**config.mk**
```make
export PLATFORM = sky130hd
export DESIGN_NAME = rx_frame_check_flat
export DESIGN_NICKNAME = d
export VERILOG_FILES = /design/src/rtl/rx_frame_check_if.sv /design/src/rtl/rx_frame_check.sv /design/src/flat_wrapper.sv
export SDC_FILE = /design/constraint.sdc
export NUM_CORES = 1
export LEC_CHECK = 0
export ABC_CLOCK_PERIOD_IN_PS = 1450
export CORE_UTILIZATION = 41
export DETAILED_ROUTE_END_ITERATION = 10
export DONT_BUFFER_PORTS = 1
export GPL_TIMING_DRIVEN = 0
export PLACE_DENSITY_LB_ADDON = 0.08
export SYNTH_ARGS = -nofsm -noshare
export SYNTH_HDL_FRONTEND = slang
export SYNTH_SLANG_ARGS = --single-unit
```
**constraint.sdc**
```tcl
create_clock -name baud_clk -period 1.45 [get_ports baud_clk]
set_input_delay 0.29 -clock baud_clk [delete_from_list [all_inputs] [get_ports baud_clk]]
set_output_delay 0.29 -clock baud_clk [all_outputs]
set_load 0.05 [all_outputs]
```
**src/rtl/rx_frame_check_if.sv**
```systemverilog
// Output handshake of the UART receive check stage: checked byte, its
// error flags and the valid/ready pair towards the host or FIFO.
interface rx_frame_check_if #(
    parameter int DATA_WIDTH = 8
) ();
    logic [DATA_WIDTH-1:0] data_out;
    logic                  data_valid;
    logic                  data_ready;
    logic                  start_err;
    logic                  stop_err;
    logic                  parity_err;
    logic                  overrun_err;

    modport master (
        output data_out,
        output data_valid,
        output start_err,
        output stop_err,
        output parity_err,
        output overrun_err,
        input  data_ready
    );

    modport slave (
        input  data_out,
        input  data_valid,
        input  start_err,
        input  stop_err,
        input  parity_err,
        input  overrun_err,
        output data_ready
    );
endinterface

```
**src/rtl/rx_frame_check.sv**
```systemverilog
// UART receive check stage behind the SIPO deserialiser. Captures a frame
// on each rising edge of recieved_flag, checks start/parity/stop, strips
// them and offers the data byte on a valid/ready handshake. A frame that
// arrives while the previous byte is unread is dropped and flagged.
//
// state | meaning
// IDLE  | no byte held, waiting for a frame-complete rise
// CHECK | frame captured, outputs and error flags are loaded this cycle
// HOLD  | byte presented with data_valid=1, waiting for data_ready
module rx_frame_check #(
    parameter int DATA_WIDTH = 8
) (
    input  logic                  baud_clk,
    input  logic                  reset_n,
    input  logic [1:0]            parity_type,
    input  logic                  recieved_flag,
    input  logic [DATA_WIDTH+2:0] data_parll,
    rx_frame_check_if.master      rx_if
);
    localparam int FW = DATA_WIDTH + 3;

    typedef enum logic [1:0] {
        IDLE  = 2'd0,
        CHECK = 2'd1,
        HOLD  = 2'd2
    } state_t;

    state_t                state_q, state_nxt;
    logic                  flag_q;
    logic                  rise;
    logic [FW-1:0]         frame_q;
    logic [1:0]            ptype_q;
    logic [DATA_WIDTH-1:0] data_q;
    logic                  valid_q;
    logic                  start_err_q, stop_err_q, parity_err_q, overrun_q;
    logic                  load, accept, set_ovr;
    logic                  par_xor, par_err;

    assign rise    = recieved_flag & ~flag_q;
    assign accept  = valid_q & rx_if.data_ready;
    assign par_xor = ^frame_q[DATA_WIDTH+1:1];

    // Parity check of the captured frame; codes 00 and 11 both mean no parity.
    always_comb begin
        par_err = 1'b0;
        case (ptype_q)
            2'b01:   par_err = ~par_xor;
            2'b10:   par_err = par_xor;
            default: par_err = 1'b0;
        endcase
    end

    // State register.
    always_ff @(posedge baud_clk or negedge reset_n) begin
        if (!reset_n) state_q <= IDLE;
        else          state_q <= state_nxt;
    end

    // Next state and datapath strobes; a rise during CHECK is ignored.
    always_comb begin
        state_nxt = state_q;
        load      = 1'b0;
        set_ovr   = 1'b0;
        case (state_q)
            IDLE: begin
                if (rise) begin
                    load      = 1'b1;
                    state_nxt = CHECK;
                end
            end
            CHECK: state_nxt = HOLD;
            HOLD: begin
                if (accept) begin
                    if (rise) begin
                        load      = 1'b1;
                        state_nxt = CHECK;
                    end else begin
                        state_nxt = IDLE;
                    end
                end else if (rise) begin
                    set_ovr = 1'b1;
                end
            end
            default: state_nxt = IDLE;
        endcase
    end

    // Flag edge register, frame capture and registered outputs.
    always_ff @(posedge baud_clk or negedge reset_n) begin
        if (!reset_n) begin
            flag_q       <= 1'b0;
            frame_q      <= '0;
            ptype_q      <= 2'b00;
            data_q       <= '0;
            valid_q      <= 1'b0;
            start_err_q  <= 1'b0;
            stop_err_q   <= 1'b0;
            parity_err_q <= 1'b0;
            overrun_q    <= 1'b0;
        end else begin
            flag_q <= recieved_flag;
            if (load) begin
                frame_q <= data_parll;
                ptype_q <= parity_type;
            end
            if (state_q == CHECK) begin
                data_q       <= frame_q[DATA_WIDTH:1];
                start_err_q  <= frame_q[0];
                stop_err_q   <= ~frame_q[FW-1];
                parity_err_q <= par_err;
                valid_q      <= 1'b1;
            end
            if (accept) begin
                valid_q   <= 1'b0;
                overrun_q <= 1'b0;
            end else if (set_ovr) begin
                overrun_q <= 1'b1;
            end
        end
    end

    assign rx_if.data_out    = data_q;
    assign rx_if.data_valid  = valid_q;
    assign rx_if.start_err   = start_err_q;
    assign rx_if.stop_err    = stop_err_q;
    assign rx_if.parity_err  = parity_err_q;
    assign rx_if.overrun_err = overrun_q;
endmodule
```
**src/flat_wrapper.sv**
```systemverilog
// flat-port wrapper written by rule: the top's interface ports become plain ports
module rx_frame_check_flat 
#(
    parameter int DATA_WIDTH = 8
)
  (baud_clk, reset_n, parity_type, recieved_flag, data_parll, rx_if_data_out, rx_if_data_valid, rx_if_start_err, rx_if_stop_err, rx_if_parity_err, rx_if_overrun_err, rx_if_data_ready);
  rx_frame_check_if #(.DATA_WIDTH(DATA_WIDTH)) rx_if_i ();
  input  logic baud_clk;
  input  logic reset_n;
  input  logic [1:0] parity_type;
  input  logic recieved_flag;
  input  logic [DATA_WIDTH+2:0] data_parll;
  output wire logic [$bits(rx_if_i.data_out)-1:0] rx_if_data_out;
  output wire logic [$bits(rx_if_i.data_valid)-1:0] rx_if_data_valid;
  output wire logic [$bits(rx_if_i.start_err)-1:0] rx_if_start_err;
  output wire logic [$bits(rx_if_i.stop_err)-1:0] rx_if_stop_err;
  output wire logic [$bits(rx_if_i.parity_err)-1:0] rx_if_parity_err;
  output wire logic [$bits(rx_if_i.overrun_err)-1:0] rx_if_overrun_err;
  input wire logic [$bits(rx_if_i.data_ready)-1:0] rx_if_data_ready;
  assign rx_if_data_out = rx_if_i.data_out;
  assign rx_if_data_valid = rx_if_i.data_valid;
  assign rx_if_start_err = rx_if_i.start_err;
  assign rx_if_stop_err = rx_if_i.stop_err;
  assign rx_if_parity_err = rx_if_i.parity_err;
  assign rx_if_overrun_err = rx_if_i.overrun_err;
  assign rx_if_i.data_ready = rx_if_data_ready;
  rx_frame_check #(.DATA_WIDTH(DATA_WIDTH)) u_core (.baud_clk(baud_clk), .reset_n(reset_n), .parity_type(parity_type), .recieved_flag(recieved_flag), .data_parll(data_parll), .rx_if(rx_if_i));
endmodule
```
# Word-level counts from Yosys, hierarchy flattened
# Index checks and enable logic that the tools add are counted.
# Widths: inputs -> output; s select.
# word_totals
out_inout_bits	13
regBits	29
inputBits	17
elab_cells	40
# classes
reduce_logical	5
muxes	14
eq_ne	6
bitwise_logic	5
# op_table
op	count
$mux 1	9
$reduce_xor 9->1	1
$pmux 2 s3	1
$eq 2x1->1 const B	2
$eq 2x2->1 const B	2
$mux 2	2
$ne 2x1->1 const B	2
$pmux 1 s2	2
$reduce_bool 2->1	2
$not 1->1	3
$and 1x1->1	2
$logic_not 2->1	1
$reduce_and 2->1	1

# Longest topological paths before layout
# logic_depth
word_depth	7
mapped_depth	6

# Worst setup path before layout
# Ideal clock, no wire load.
# synth_path
path_kind	register to register
start	register u_core.valid_q (netlist: u_core.rx_if.data_valid)
end	register u_core.frame_q[1]
required_time_ns	1.325
path_stages_with_launch	7
setup_ns	0.125
path_buffers	2
period_less_slack_ns	1.659
path_slack_ns	-0.209
arrival_ns	1.534
path_cell_list	dfrtp_1 nand2_1 nand2_1 and3_1 buf_6 buf_8 mux2_4
# synth_between
elab_chain_len	3
# synth_rtl
element	line	text
start: declaration	rx_frame_check.sv:34	logic valid_q;
start signal: assignment	rx_frame_check.sv:95	valid_q <= 1'b0;
start signal: assignment	rx_frame_check.sv:111	valid_q <= 1'b1;
start signal: assignment	rx_frame_check.sv:114	valid_q <= 1'b0;
$and 1x1->1	rx_frame_check.sv:40	assign accept = valid_q & rx_if.data_ready;
$mux 1	rx_frame_check.sv:73	if (accept) begin
$pmux 1 s2	rx_frame_check.sv:64	case (state_q)
end signal: assignment	rx_frame_check.sv:103	frame_q <= data_parll;
end: declaration	rx_frame_check.sv:31	logic [FW-1:0] frame_q;
# No other way between the ends.
# A chain may end at the register's enable or synchronous reset.

# Worst setup path after layout
# layout_path
start	register u_core.valid_q (netlist: u_core.rx_if.data_valid)
end	register u_core.frame_q[2]
# Same word-level chain as after synthesis.

==> run summary <==
Result of the run -> finished with violations
Violations in the final reports -> design-rule violations, negative setup slack
Via Count -> 694
# setup viols final -> 13
Number of max-slew violations in the final report -> 0
Setup crit start kind -> flop
Arrival time of data at the critical path endpoint -> 1.75 ns
Max capacitance violation total -> 0
Clock tree root driver cell -> sky130_fd_sc_hd__clkbuf_4
Die X -> 57.6 um
Worst hold path depth -> 1
Clk slew on worst S/H paths -> 0.09 ns
Fraction of power consumed by sequential logic -> 53.5%
Worst vdd ir -> 1.25 mV
Overall track demand over capacity in global routing -> 16.0%
Worst-Margin Slew -> 0.490 ns
Slew headroom -> 67.3%
CTS Sinks -> 29
Sw Ratio -> 40.0%
Number of storage elements in the synthesis netlist -> 29
Net count after synthesis -> 98
Antenna violations before repair -> 0
Placeable Area -> 2830 um2
Post-placement cell count -> 112
Syn. warnings -> 0
Remaining DRCs -> 2
Row Count -> 19
Maximum number of pins on one net before global-route repair -> 30
Per-cell via count in the routed design -> 5.42
Half-perimeter wire length of the detailed placement result -> 1370 um
Clock tree buffer depth -> 2
Setup repair after global routing missed its margin -> true
Number of global-route vias before repair -> 766
Hold WC Path Type -> input port to flop
Final routed wire length divided by cell count -> 17.5 um
Min cycle time layout -> 1.53 ns
Cell Count, Final, Fillers Out -> 128
1st-pass router iterations -> 9
Worst reg2reg endpoint -> u_core.frame_q[2]
Worst Hold Path EP -> u_core.rx_if.overrun_err
CTS tree -> yes
Critical path capture point type -> flop
Synthesized instance count -> 81
Critical path peak fanout -> 5
Slack of the worst reg-to-reg path -> -0.08 ns
Number of cells traversed by the worst register-to-register path -> 5
Worst Setup Slack, final -> -0.0820 ns
Skew-Pair Late Insertion Delay -> 0.33 ns
Area growth from synthesis to layout -> 18.7%
Cell area after synthesis -> 1270 um2
H-tree depth -> 2
Layout cell share with drive strength beyond 1 -> 48.5%
ANT nets after route -> 0
Final Hold Viols -> 0
Startpoint of the worst hold path -> rx_if_data_ready
Internal power contribution -> 2.36 mW
Height of the die -> 57.6 um
Initial standard-cell utilization of the core -> 44.8%
Netlist cell types -> 20
Seq/Total Area, Yosys -> 57.3%
Final core utilization -> 53.1%
Net count reported at finish -> 113
Power dissipated by switching net loads -> 1.57 mW
Number of buffers added by the clock tree synthesis step -> 5
Fraction of power consumed by combinational cells -> 32.2%
Syn avg cell area -> 15.6 um2
Drt total wl -> 2230 um
Share of the clock period used by the worst path -> 106%
Reported leakage power -> 0.694 nW
Final estimated routing congestion in global placement -> 0.674
Crit Reg-Reg Startpoint -> u_core.rx_if.data_valid
Initial DRC count -> 23
Remaining global-route overflow -> 0
Die Outline Area -> 3310 um2
Required time worst endpoint -> 1.67 ns
Ant diodes -> 0
Power per Cell Area -> 2610 nW/um2
Wire length of the first global-routing pass -> 3740 um
Filler instances -> 257
Worst setup path category -> flop to flop
Share of total power in the clock network -> 14.2%
Maximum achievable frequency -> 653 MHz
Boundary pin count -> 30
Final worst clock skew -> 0.00831 ns
Port Buffers -> 0
==> through the flow <==
stage	setup slack, ns	setup TNS (ns)	total power [mW]	instance area (um2)	hold slack (ns)
6_report	-0.0820	-0.823	3.93	1500	0.0389
5_1_grt	-0.144	-1.63	4.15	1500	0.00821
4_1_cts	-0.117	-1.30	3.86	1460	0.0227
3_5_place_dp	-0.138	-1.22	3.21	1310	-0.00483
3_3_place_gp	-0.128	-1.13	3.16	1310	-0.00489
2_1_floorplan	-0.0357	-0.321	3.00	1270	-0.00559
==> routing by layer <==
layer | up-vias | global-route usage [%] | share of wire (%)
met5 | - | 0 | 0
met3 | 6 | 8.84 | 7.9
li1 | 319 | - | -
met4 | 0 | 7.32 | 2.0
met2 | 24 | 22.3 | 46
met1 | 345 | 20.4 | 44
==> cells in the mapped netlist <==
master / count / area [um2]
sky130_fd_sc_hd__xor2_1: 1 / 8.76
sky130_fd_sc_hd__nand3b_1: 1 / 7.51
sky130_fd_sc_hd__o21ai_0: 2 / 10.0
sky130_fd_sc_hd__a21bo_1: 1 / 10.0
sky130_fd_sc_hd__a31oi_1: 1 / 6.26
sky130_fd_sc_hd__nor2_1: 1 / 3.75
sky130_fd_sc_hd__nand2b_1: 1 / 6.26
sky130_fd_sc_hd__a21oi_1: 2 / 10.0
sky130_fd_sc_hd__dfrtp_1: 29 / 726
sky130_fd_sc_hd__mux2_4: 9 / 135
sky130_fd_sc_hd__buf_6: 2 / 22.5
sky130_fd_sc_hd__and3_1: 1 / 6.26
sky130_fd_sc_hd__xnor3_1: 2 / 45.0
sky130_fd_sc_hd__nand2_1: 8 / 30.0
sky130_fd_sc_hd__and4bb_2: 2 / 25.0
sky130_fd_sc_hd__mux2i_1: 1 / 10.0
sky130_fd_sc_hd__xor3_2: 1 / 25.0
sky130_fd_sc_hd__buf_8: 1 / 15.0
sky130_fd_sc_hd__xnor2_1: 2 / 17.5
sky130_fd_sc_hd__mux2_2: 13 / 146
==> kinds of logic (layout without fill, tap and decap cells) <==
logic type | after synthesis | count (layout) | synth area share (%)
flops | 29 | 29 | 57.3
xor+xnor | 6 | 6 | 7.61
mux | 23 | 23 | 23.0
simple gates | 14 | 14 | 6.23
buf+inv | 3 | 19 | 2.96
compound gates | 6 | 6 | 2.87
==> power by group through the flow <==
stage / logic (mW) / clock network, mW / registers (mW)
floorplan: 0.977 / 0 / 2.03
global placement: 1.06 / 0 / 2.10
detailed placement: 1.10 / 0 / 2.11
CTS: 1.18 / 0.584 / 2.09
global route: 1.37 / 0.615 / 2.17
finish: 1.27 / 0.560 / 2.10
==> cell type report <==
class                      count  area [um2]  area share (%)
clock buffer                   7        65.1            4.33
clock inverter                 1        5.00           0.333
buffer                         2        31.3            2.08
tap                           31        38.8            2.58
timing repair buffer           9         103            6.83
multi-input combinational     49         533            35.5
sequential                    29         727            48.4
==> flip-flops by register name (all words and copies together) (netlist names) <==
| register | flops |
|---|---|
| u_core.flag_q | 1 |
| u_core.rx_if.data_valid | 1 |
| u_core.frame_q | 11 |
| u_core.rx_if.overrun_err | 1 |
| u_core.rx_if.data_out | 8 |
| u_core.rx_if.stop_err | 1 |
| u_core.state_q | 2 |
| u_core.ptype_q | 2 |
| u_core.rx_if.start_err | 1 |
| u_core.rx_if.parity_err | 1 |
==> worst max-delay path, stage by stage, from the launching register on <==
cell and delay [ns]:
sky130_fd_sc_hd__dfrtp_2 0.56, sky130_fd_sc_hd__nand2_1 0.09, sky130_fd_sc_hd__nand2_1 0.08, sky130_fd_sc_hd__and3_4 0.24, sky130_fd_sc_hd__clkbuf_16 0.16, sky130_fd_sc_hd__mux2_4 0.29
==> layout by cell type (no fill, tap or decap), types with 2 or more instances in the layout <==
cell / count
sky130_fd_sc_hd__mux2_2: 11
sky130_fd_sc_hd__xnor3_1: 2
sky130_fd_sc_hd__clkbuf_8: 2
sky130_fd_sc_hd__o21ai_0: 2
sky130_fd_sc_hd__clkbuf_4: 5
sky130_fd_sc_hd__a21oi_1: 2
sky130_fd_sc_hd__mux2_4: 11
sky130_fd_sc_hd__buf_4: 5
sky130_fd_sc_hd__dlygate4sd3_1: 2
sky130_fd_sc_hd__xnor2_2: 2
sky130_fd_sc_hd__dfrtp_1: 28
sky130_fd_sc_hd__and4bb_2: 2
sky130_fd_sc_hd__buf_12: 2
sky130_fd_sc_hd__nand2_1: 8
==> timing repair <==
item / in CTS / in global routing
pin swaps: 0 / 3
buffers inserted: 3 / 2
gates resized for setup: 4 / 3
hold buffers: 3 / 0
cloned: 0 / 1
hold endpoints to repair: 30 / 0
endpoints found under the setup margin: 10 / 18
==> worst max path at each step <==
| stage | startpoint | to | slack, ns |
|---|---|---|---|
| 2_1_floorplan | u_core.rx_if.data_valid | u_core.frame_q[1] | -0.04 |
| 3_3_place_gp | u_core.rx_if.data_valid | u_core.frame_q[4] | -0.13 |
| 3_5_place_dp | u_core.rx_if.data_valid | u_core.frame_q[6] | -0.14 |
| 4_1_cts | u_core.rx_if.data_valid | u_core.frame_q[4] | -0.12 |
| 5_1_grt | u_core.rx_if.data_valid | u_core.frame_q[2] | -0.14 |
| 6_report | u_core.rx_if.data_valid | u_core.frame_q[2] | -0.08 |
No activity file was read; power rests on OpenSTA's default activity.
